## src/rtl/stripe_pkg.sv

```systemverilog
// Shared definitions for the stripe demultiplexer: default geometry, FSM
// state encoding and the lane slice offset helper.
package stripe_pkg;

  localparam int DEFAULT_DATA_WIDTH = 32;
  localparam int DEFAULT_LANES      = 4;

  typedef enum logic {
    FILL = 1'b0,
    PEND = 1'b1
  } state_t;

  // Bit offset of a lane inside the flattened lanes vector.
  function automatic int lane_offset(input int lane, input int width);
    return lane * width;
  endfunction

endpackage

```

## src/rtl/stripe_demux_if.sv

```systemverilog
// Input word stream and parallel stripe-group output of the stripe demultiplexer.
interface stripe_demux_if
  import stripe_pkg::*;
#(
  parameter int DATA_WIDTH = DEFAULT_DATA_WIDTH,
  parameter int LANES      = DEFAULT_LANES
);

  logic [DATA_WIDTH-1:0]       din;
  logic                        din_valid;
  logic                        din_ready;
  logic                        flush;
  logic [LANES*DATA_WIDTH-1:0] lanes_out;
  logic [LANES-1:0]            lanes_mask;
  logic                        out_valid;
  logic                        out_ready;

  modport master (
    output din, din_valid, flush, out_ready,
    input  din_ready, lanes_out, lanes_mask, out_valid
  );

  modport slave (
    input  din, din_valid, flush, out_ready,
    output din_ready, lanes_out, lanes_mask, out_valid
  );

endinterface

```

## src/rtl/stripe_out_reg.sv

```systemverilog
// Output holding register for a stripe group; holds lanes and mask stable
// until the downstream side accepts them.
module stripe_out_reg #(
  parameter int WIDTH  = 128,
  parameter int MASK_W = 4
) (
  input  logic              clk,
  input  logic              reset,
  input  logic              load,
  input  logic [WIDTH-1:0]  lanes_in,
  input  logic [MASK_W-1:0] mask_in,
  input  logic              out_ready,
  output logic [WIDTH-1:0]  lanes_out,
  output logic [MASK_W-1:0] mask_out,
  output logic              out_valid,
  output logic              free
);

  // Free when empty, or when the held group leaves on this edge.
  assign free = !out_valid || out_ready;

  // NOTE: sequential state uses non-blocking assignments so every register
  // samples pre-edge values regardless of process ordering.
  always_ff @(posedge clk) begin
    if (reset) begin
      lanes_out <= '0;
      mask_out  <= '0;
      out_valid <= 1'b0;
    end else if (load && free) begin
      lanes_out <= lanes_in;
      mask_out  <= mask_in;
      out_valid <= 1'b1;
    end else if (out_ready) begin
      // lanes_out keeps its last value after the group is consumed
      out_valid <= 1'b0;
    end
  end

endmodule

```

## src/rtl/stripe_demux.sv

```systemverilog
// Distributes accepted words round-robin across LANES lanes and hands each
// closed group to the output register as one parallel transfer.
module stripe_demux
  import stripe_pkg::*;
#(
  parameter int DATA_WIDTH = DEFAULT_DATA_WIDTH,
  parameter int LANES      = DEFAULT_LANES,
  parameter int PTR_W      = 3
) (
  input  logic            clk,
  input  logic            reset,
  stripe_demux_if.slave   bus,
  output logic [15:0]     group_count
);

  localparam int W = LANES * DATA_WIDTH;

  state_t             state_q, state_d;
  logic [PTR_W-1:0]   ptr_q, ptr_d;
  logic [W-1:0]       acc_q, acc_d, merged;
  logic [LANES-1:0]   mask_q, mask_d, merged_mask;
  logic [15:0]        count_q;
  logic               accept, last, close, load, free, xfer;
  logic [W-1:0]       ol;
  logic [LANES-1:0]   om;
  logic               ov;

  // Ready is a function of state only, so there is no path from din_valid.
  assign bus.din_ready = (state_q == FILL);
  assign accept        = bus.din_valid && bus.din_ready;
  assign last          = (ptr_q == PTR_W'(LANES - 1));
  assign close         = (state_q == FILL) &&
                         ((accept && last) || (bus.flush && (ptr_q != '0 || accept)));
  assign xfer          = ov && bus.out_ready;

  // Accumulator contents including this cycle's word, if any.
  always_comb begin
    merged      = acc_q;
    merged_mask = mask_q;
    for (int k = 0; k < LANES; k++) begin
      if (accept && ptr_q == PTR_W'(k)) begin
        merged[lane_offset(k, DATA_WIDTH) +: DATA_WIDTH] = bus.din;
        merged_mask[k] = 1'b1;
      end
    end
  end

  // NOTE: every output of this block gets a default first, so no path can
  // leave a value unassigned and infer a latch.
  always_comb begin
    state_d = state_q;
    ptr_d   = ptr_q;
    acc_d   = acc_q;
    mask_d  = mask_q;
    load    = 1'b0;
    case (state_q)
      FILL: begin
        if (close) begin
          if (free) begin
            load   = 1'b1;
            acc_d  = '0;
            mask_d = '0;
            ptr_d  = '0;
          end else begin
            state_d = PEND;
            acc_d   = merged;
            mask_d  = merged_mask;
          end
        end else if (accept) begin
          acc_d  = merged;
          mask_d = merged_mask;
          ptr_d  = ptr_q + PTR_W'(1);
        end
      end
      PEND: begin
        if (free) begin
          load    = 1'b1;
          acc_d   = '0;
          mask_d  = '0;
          ptr_d   = '0;
          state_d = FILL;
        end
      end
      default: state_d = FILL;
    endcase
  end

  // NOTE: the accumulator is reset, not just the pointer, because unfilled
  // lanes of a closed group must read as zero.
  always_ff @(posedge clk) begin
    if (reset) begin
      state_q <= FILL;
      ptr_q   <= '0;
      acc_q   <= '0;
      mask_q  <= '0;
      count_q <= '0;
    end else begin
      state_q <= state_d;
      ptr_q   <= ptr_d;
      acc_q   <= acc_d;
      mask_q  <= mask_d;
      if (xfer) count_q <= count_q + 16'd1;
    end
  end

  stripe_out_reg #(
    .WIDTH  (W),
    .MASK_W (LANES)
  ) u_out_reg (
    .clk       (clk),
    .reset     (reset),
    .load      (load),
    .lanes_in  (merged),
    .mask_in   (merged_mask),
    .out_ready (bus.out_ready),
    .lanes_out (ol),
    .mask_out  (om),
    .out_valid (ov),
    .free      (free)
  );

  assign bus.lanes_out  = ol;
  assign bus.lanes_mask = om;
  assign bus.out_valid  = ov;
  assign group_count    = count_q;

endmodule

```

## src/flat_wrapper.sv

```systemverilog
// flat-port wrapper written by rule: the top's interface ports become plain ports
module stripe_demux_flat import stripe_pkg::*;
#(
  parameter int DATA_WIDTH = DEFAULT_DATA_WIDTH,
  parameter int LANES      = DEFAULT_LANES,
  parameter int PTR_W      = 3
)
  (clk, reset, group_count, bus_din, bus_din_valid, bus_flush, bus_out_ready, bus_din_ready, bus_lanes_out, bus_lanes_mask, bus_out_valid);
  stripe_demux_if #(.DATA_WIDTH(DATA_WIDTH), .LANES(LANES)) bus_i ();
  input  logic clk;
  input  logic reset;
  output logic [15:0] group_count;
  input wire logic [$bits(bus_i.din)-1:0] bus_din;
  input wire logic [$bits(bus_i.din_valid)-1:0] bus_din_valid;
  input wire logic [$bits(bus_i.flush)-1:0] bus_flush;
  input wire logic [$bits(bus_i.out_ready)-1:0] bus_out_ready;
  output wire logic [$bits(bus_i.din_ready)-1:0] bus_din_ready;
  output wire logic [$bits(bus_i.lanes_out)-1:0] bus_lanes_out;
  output wire logic [$bits(bus_i.lanes_mask)-1:0] bus_lanes_mask;
  output wire logic [$bits(bus_i.out_valid)-1:0] bus_out_valid;
  assign bus_i.din = bus_din;
  assign bus_i.din_valid = bus_din_valid;
  assign bus_i.flush = bus_flush;
  assign bus_i.out_ready = bus_out_ready;
  assign bus_din_ready = bus_i.din_ready;
  assign bus_lanes_out = bus_i.lanes_out;
  assign bus_lanes_mask = bus_i.lanes_mask;
  assign bus_out_valid = bus_i.out_valid;
  stripe_demux #(.DATA_WIDTH(DATA_WIDTH), .LANES(LANES), .PTR_W(PTR_W)) u_core (.clk(clk), .reset(reset), .bus(bus_i), .group_count(group_count));
endmodule
```

## config.mk

```make
export PLATFORM = sky130hd
export DESIGN_NAME = stripe_demux_flat
export DESIGN_NICKNAME = d
export VERILOG_FILES = /design/src/rtl/stripe_pkg.sv /design/src/rtl/stripe_demux_if.sv /design/src/rtl/stripe_out_reg.sv /design/src/rtl/stripe_demux.sv /design/src/flat_wrapper.sv
export SDC_FILE = /design/constraint.sdc
export NUM_CORES = 1
export LEC_CHECK = 0
export CORE_UTILIZATION = 25
export DETAILED_ROUTE_END_ITERATION = 8
export GPL_TIMING_DRIVEN = 0
export PLACE_DENSITY_LB_ADDON = 0.1
export SKIP_CTS_REPAIR_TIMING = 1
export SYNTH_ARGS = -nofsm -noshare
export SYNTH_HDL_FRONTEND = slang
export SYNTH_SLANG_ARGS = --single-unit
```

## constraint.sdc

```tcl
create_clock -name clk -period 2.6 [get_ports clk]
set_input_delay 0.39 -clock clk [delete_from_list [all_inputs] [get_ports clk]]
set_output_delay 0.39 -clock clk [all_outputs]
set_load 0.01 [all_outputs]
```

==> metrics <==
Detailed Routing Iterations Pass 1 5; Crit Path Class flop to flop; Setup-failing EPs final 0; R2R Setup Slk 0.08 ns; clock latency at the later pin of the worst-skew pair 0.54 ns; Crit. End Element flop; Total Routing Usage GR 0.191; Hold Violations, Final 0; Cells after Synth 1325; count leader, synth nand2_1; DRC errors left 0; Sink Count 285; GRT overflow 0; Worst Skew 0.0143 ns; number of global-route vias before repair 11300; share of cells above drive strength 1 0.141; Setup TNS 0 ns; wire per inst 21.8 um; area of the multi-input gates 5920 sq um; FF+latch area 5710 sq um; reg2reg end u_core.u_out_reg.lanes_out[47]; worst vdd ir 0.451 mV; Final Core Density 0.337; Slew @ Worst Pin 0.857 ns; via count 11000; Synth Cell Area 12200 sq um; CTS tree yes; Die Ht 223 um; Post-synth ARST share 0; synthesized flop and latch total 285; post-synth top area share 0.466; initial antenna violation count 0; # IOs 187; die width 223 um; Lkg Pwr 5.09 nW; Post-synth top cells 296 x nand2_1, 285 x dfxtp_1, 138 x a21oi_1, 98 x clkbuf_1, 87 x o32ai_1; Post-DRT Antenna Nets 0; min Tclk post-route 2.52 ns; Die Area 49800 sq um; largest area contributor in the netlist dfxtp_1; worst-path fanout max 10; FILL cells 5024; FP Rows 80; RSZ-0062 raised after global routing no; WL final 47.8 mm; Final Wtd Congestion 0.804; Post-synth EDFFs 0; fin area 16200 sq um; outcome finished clean; CP startpoint kind flop; ANT cells 0; WHS Endpoint u_core.acc_q[25]; Area Growth Syn to Fin 32.5%; CTS H-tree depth 2; fin nets 1592; pin count of the biggest net entering global routing 12; fin crit share 0.971; Final Max Tran Viols 0; Max Clock Freq 396 MHz; Initial Util 0.255; hold slack 0.478 ns; Avg Cell Area, Syn 9.23 sq um; Synth Net Count 1368; Max-Cap Viols 0; top_reg_cell synth dfxtp_1; Seq/Total Area, Yosys 0.466; total number of yosys warnings 0; DR vias/cell 5.02; beginning of the worst register-to-register path u_core.ptr_q[0]; Detail Placement HPWL 35.2 mm; Clock transition at path regs 0.06 ns; Distinct cells, synth 39; required time of the critical path 3.03 ns; ranking of synthesized cells by area dfxtp_1 47%, nand2_1 9.1%, a311oi_2 9.0%; first-pass GRT wire length 72.2 mm; initial drt markers 657; Reg2Reg Depth 10; cts bufs inserted 37; core area 48000 sq um; CP Data Arrival Time 2.96 ns; CTS root buf clkbuf_16; buffers added on ports 185; Worst Min Path Start u_core.acc_q[25]; Hold Crit Depth 2; hold crit path type flop to flop; relative slew slack 0.429; worst-case clock buffer depth 3; cell area after placement 14900 sq um; PwrDens 713 nW/um^2
==> layout make-up <==
class	instances	area share
timing repair buffer	185	0.114
multi-input combinational	886	0.365
buffer	146	0.0452
sequential	285	0.352
tap	615	0.0475
inverter	8	0.00185
clock inverter	4	0.00301
clock buffer	62	0.0711
==> kinds of logic after synthesis <==
family                   count (synthesis)  synth area share
AND/OR/NAND/NOR                        458             0.166
AO/OA/AOI/OAI                          409             0.293
flip-flops                             285             0.466
buffers and inverters                  154            0.0585
XOR/XNOR                                 9           0.00644
adder cells (fa/ha/maj)                  6           0.00614
multiplexers                             4           0.00368
==> stage by stage <==
step | instances | total power, mW | setup slack, ns
floorplan | 1325 | 5.69 | 0.458
global placement | 2125 | 6.54 | -0.410
detailed placement | 2125 | 6.55 | -0.451
CTS | 2191 | 11.7 | -0.169
global route | 2191 | 12.0 | 0.000400
finish | 2191 | 11.6 | 0.0759
==> power breakdown <==
part	total (mW)	switching, mW	internal (mW)
sequential	4.73	0.146	4.59
clock	5.08	1.97	3.11
combinational	1.74	1.04	0.708
==> routing by layer <==
layer	up-vias	GRT usage	part of all wire
met5	-	0	0
met2	247	0.301	0.45
met1	5330	0.270	0.49
li1	5362	-	-
met4	0	0.0556	0.021
met3	60	0.0257	0.041
==> worst max-delay path: stages, from the launching register on <==
cell and delay [ns]:
dfxtp_1 0.35, ha_1 0.22, ha_1 0.19, clkbuf_4 0.21, o31a_1 0.31, buf_2 0.19, and2_1 0.18, buf_6 0.15
buf_6 0.15, buf_4 0.20, a311oi_1 0.24
==> how the worst max path moves through the flow <==
| stage | slack (ns) | end | startpoint |
|---|---|---|---|
| detailed placement | -0.45 | u_core.u_out_reg.lanes_out[54] | bus_out_ready |
| CTS | -0.17 | u_core.u_out_reg.lanes_out[51] | u_core.ptr_q[0] |
| finish | 0.08 | u_core.u_out_reg.lanes_out[47] | u_core.ptr_q[0] |
| floorplan | 0.46 | u_core.acc_q[95] | u_core.ptr_q[0] |
| global placement | -0.41 | u_core.u_out_reg.lanes_out[55] | bus_out_ready |
| global route | 0.0004 | u_core.u_out_reg.lanes_out[52] | u_core.ptr_q[0] |
==> layout by cell type, fill, tap and decap left out, drive strengths merged, types with 20 or more instances in the layout <==
cell type,Yosys,routed
nand2,296,296
a21oi,138,138
a311oi,128,128
buf,48,42
nor2b,37,37
nand2b,36,36
nand3,41,41
o32ai,98,98
dfxtp,285,285
nor2,20,20
clkdlybuf4s50,0,185
a22o,33,33
clkbuf,98,166
==> registers in the layout, indices dropped and copies added (netlist names) <==
signal,flops
u_core.acc_q,128
u_core.group_count,16
u_core.mask_q,4
u_core.ptr_q,3
u_core.state_q,1
u_core.u_out_reg.lanes_out,128
u_core.u_out_reg.mask_out,4
u_core.u_out_reg.out_valid,1
Note: power is estimated with default switching activity, not from simulation.
